--- config.mk ---
export PLATFORM = sky130hd
export DESIGN_NAME = jk_mod_counter
export DESIGN_NICKNAME = d
export VERILOG_FILES = /design/src/rtl/jk_mod_counter.sv
export SDC_FILE = /design/constraint.sdc
export NUM_CORES = 1
export LEC_CHECK = 0
export CORE_AREA = 2 2 41 43
export DETAILED_ROUTE_END_ITERATION = 8
export DIE_AREA = 0 0 43 45
export PLACE_DENSITY = 0.72
export SYNTH_ARGS = -nofsm -noshare
export SYNTH_HDL_FRONTEND = slang
export SYNTH_SLANG_ARGS = --single-unit
--- constraint.sdc ---
create_clock -name CLK -period 2.3 [get_ports CLK]
set_clock_uncertainty 0.15 [all_clocks]
set_input_delay 0.46 -clock CLK [delete_from_list [all_inputs] [get_ports CLK]]
set_output_delay 0.46 -clock CLK [all_outputs]
set_load 0.005 [all_outputs]
--- src/rtl/jk_mod_counter.sv ---
// Modulo-N up/down counter whose state register advances only through per-bit J/K drives.
// JV/KV/TC are combinational so they can feed downstream jkff cells for the coming edge.
module jk_mod_counter #(
    parameter int unsigned WIDTH   = 4,
    parameter int unsigned MODULUS = 10
) (
    input  logic             CLK,
    input  logic             RST,
    input  logic             EN,
    input  logic             UP,
    input  logic             LOAD,
    input  logic [WIDTH-1:0] D,
    output logic [WIDTH-1:0] Q,
    output logic [WIDTH-1:0] JV,
    output logic [WIDTH-1:0] KV,
    output logic             TC
);

    localparam logic [WIDTH-1:0] MAX_Q = WIDTH'(MODULUS - 1);

    if ((MODULUS < 2) || (64'(MODULUS) > (64'(1) << WIDTH))) begin : g_bad_modulus
        $error("jk_mod_counter: MODULUS must satisfy 2 <= MODULUS <= 2**WIDTH");
    end

    logic [WIDTH-1:0] q_r;
    logic [WIDTH-1:0] nxt;
    logic             at_wrap;

    // Intended next state; JV/KV are derived from it so that set/reset codes only.
    always_comb begin
        nxt = q_r;
        if (RST) begin
            nxt = '0;
        end else if (LOAD) begin
            nxt = (D > MAX_Q) ? MAX_Q : D;
        end else if (EN) begin
            if (UP) begin
                nxt = (q_r == MAX_Q) ? '0 : q_r + WIDTH'(1);
            end else begin
                nxt = (q_r == '0) ? MAX_Q : q_r - WIDTH'(1);
            end
        end
    end

    always_comb begin
        JV      = '0;
        KV      = '0;
        at_wrap = UP ? (q_r == MAX_Q) : (q_r == '0);
        if (!RST) begin
            JV = ~q_r & nxt;
            KV = q_r & ~nxt;
        end
        TC = EN & ~LOAD & ~RST & at_wrap;
    end

    // State advances strictly by the JK characteristic equation; reset overrides it.
    always_ff @(posedge CLK) begin
        if (RST) begin
            q_r <= '0;
        end else begin
            q_r <= (JV & ~q_r) | (~KV & q_r);
        end
    end

    assign Q = q_r;

endmodule
==> flow_summary.toml <==
[timing]
hold_viol = 0
timing.max_slew.rel_slack = 0.783
period_minus_slack_ps = 2570
period_utilization = 1.12
setup_viol_count_final = 9
slew_violations = 0
timing.final.ws_setup_ps = -272
rsz_0062_raised_after_global_routing = "yes"
max_slew.worst_pin.slew_ps = 325
fmaxAchievable_ghz = 0.389

[final_layout]
post-route-util = 0.935
final_cell_area_um2 = 1380
diodes = 0
area_growth_pct = 128
final_cell_count_without_fillers = 164
filler_instances = 53
layout_nets = 162
drive_above_1_share = 0.655

[worst_setup_path]
slowest_delay_ps = 500
critPathKind = "primary input to output port"
critical-path-slowest-cell = "clkdlybuf4s50_1"
critical_path_buf_inv_count = 3
critPathRequiredTime_ps = 1690
worstSetupPathDepth = 6
crit_path_end_kind = "output port"
crit_path_max_fanout = 3
reg2reg_slack_ps = 150
list_of_cells_traversed_by_the_critical_path = "clkdlybuf4s50_1, inv_1, a211o_1, o21a_1, nor3_1, buf_2"
cp_data_arrival_time_ps = 1960
reg2reg_depth = 12
critical_path.startpoint_type = "primary input"
timing.critical_path.max_delay_family = "buffers and inverters"

[grt]
wire_length_of_the_first_global_routing_pass_um = 5650
grt_start_max_net_pins = 16
globalRouteTotalUtil = 0.408
number_of_global_route_vias_before_repair = 1099
grt.overflow.total = 0
grt_antenna_before_repair = 0

[synthesis]
postSynth.asyncResetShare = 0
synth_largest_type_area_fraction = 0.133
synth-edff-count = 0
syn-cell-area_um2 = 603
mappedNetlistNets = 92
most_area_consuming_cells_after_synthesis = "dfxtp_1, ha_1, a21oi_1"
yosysSeqAreaShare = 0.133
gate_count_of_the_mapped_netlist = 80
yosys_register_bits = 4
synthesis.yosys.warnings = 0
syn_area_per_cell_um2 = 7.54
netlist.top_cell.by_area = "dfxtp_1"
yosys.cell_types.count = 41
synth_flop_cell = "dfxtp_1"

[placement]
place_congestion = 0.929
place_inst = 144
hpwlAfterDp_um = 1810
post_place_cell_area_um2 = 1050
io_buffers = 21
preCtsSetupSlack_ps = -811

[floorplan]
placement_rows = 14
floorplan.initialDensity = 0.410
ioPinCount = 22
floorplan.die.height_um = 45
core_area_um2 = 1470
design.die.area_um2 = 1940
die_width_um = 43

[power_and_ir_drop]
static-leakage-power_nw = 0.602
power.density_cell_area_nw_per_um2 = 387
power_mw = 0.532
irDropWorstVdd_v = 0.000433

[detailed_routing]
detailedRoute.firstPassIterationCount = 4
drtIter0Drc = 35
routed_via_density = 6.87
residual_antenna_violating_net_count_after_detailed_routing = 0
vias = 1126
drt_wl_total_um = 4020
drcViolationCount = 0
routedWlPerCell_um = 24.5

[flow_run]
cap_viol_max_count = 0

[clock_network]
number_of_h_tree_levels = 1
worstSkewPairLatency_ps = 260
cts_inserted_buffers = 3
cts_sinks = 4
cts.clk_slew.worst_paths_ps = 50
tritoncts_clock_tree = "yes"
clk_root_buffer_cell = "clkbuf_4"
cts-root-to-sink-buffers = 2

[outcome]
status = "finished with violations"
violated_checks = "setup timing"

[min_path]
holdCritStartpoint = "LOAD"
worstHoldPathType = "primary input to flop"
min_delay_path_depth = 4
==> routing by layer <==
| metal | vias up | share of wire | track usage |
|---|---|---|---|
| met4 | 0 | 0.073 | 0.164 |
| met1 | 548 | 0.36 | 0.446 |
| met3 | 40 | 0.082 | 0.140 |
| met2 | 88 | 0.48 | 0.730 |
| li1 | 450 | - | - |
| met5 | - | 0 | 0 |
==> tightest hold or removal path, stage by stage <==
cell            delay, ps
dlymetal6s2s_1        120
buf_6                 140
buf_6                 140
a211oi_1               80
==> timing repair <==
action	CTS	global route
setup buffers	17	4
pin swaps	13	13
endpoints found under the setup margin	9	10
hold buffers	0	0
hold endpoints to repair	0	0
gates resized for setup	76	19
==> cell usage after synthesis, types with 2 or more instances <==
cell / number
o21ai_0: 4
a211oi_1: 2
nand2_1: 3
a21oi_1: 7
dfxtp_1: 4
nand3_1: 2
buf_6: 2
ha_1: 3
nand3b_1: 2
nor2_1: 8
a31o_2: 2
nor3_1: 6
inv_1: 7
==> cells in the final DEF (no fill, tap or decap), drive strengths merged, types with 2 or more instances in the layout <==
cell	instances
clkdlybuf4s50	9
nor3	6
nand2	3
nor2	8
a21oi	8
nand3b	2
ha	3
a2111oi	3
nand3	2
inv	7
dfxtp	4
a31o	2
o21ai	5
dlymetal6s2s	2
clkbuf	4
buf	58
a211oi	2
==> power breakdown <==
group	switching [mW]	total [mW]	leakage [nW]	internal [mW]
sequential	0.00805	0.0846	0.0339	0.0765
clock	0.0414	0.101	0.0138	0.0592
combinational	0.166	0.347	0.554	0.181
==> worst max path at each step <==
stage	slack, ps	endpoint	from
final	-270	JV[2]	EN
after global routing	-320	JV[2]	flop
after CTS	-170	JV[2]	flop
after detailed placement	-810	KV[3]	UP
after global placement	-730	KV[1]	UP
after floorplan	110	TC	flop
==> per-stage QoR <==
stage | hold WS [ps] | setup TNS, ps
4_1_cts | 688 | -976
2_1_floorplan | 496 | 0
3_5_place_dp | 588 | -6540
5_1_grt | 592 | -1790
3_3_place_gp | 574 | -6100
6_report | 584 | -1410
==> final cells by class <==
type,count,area (um^2),share of cell area
multi-input combinational,64,638,0.464
clock buffer,3,22.5,0.0164
timing repair buffer,70,583,0.424
sequential,4,83.8,0.0609
inverter,7,28.8,0.0209
tap,16,20.0,0.0145
==> cells by family after synthesis <==
group                    Yosys count  share of synthesized area
AO/OA/AOI/OAI                     31                      0.413
adder cells (fa/ha/maj)            3                     0.0622
buffers and inverters             12                      0.108
flip-flops                         4                      0.133
multiplexers                       1                     0.0166
AND/OR/NAND/NOR                   29                      0.268
(Power assumes the default switching activity.)
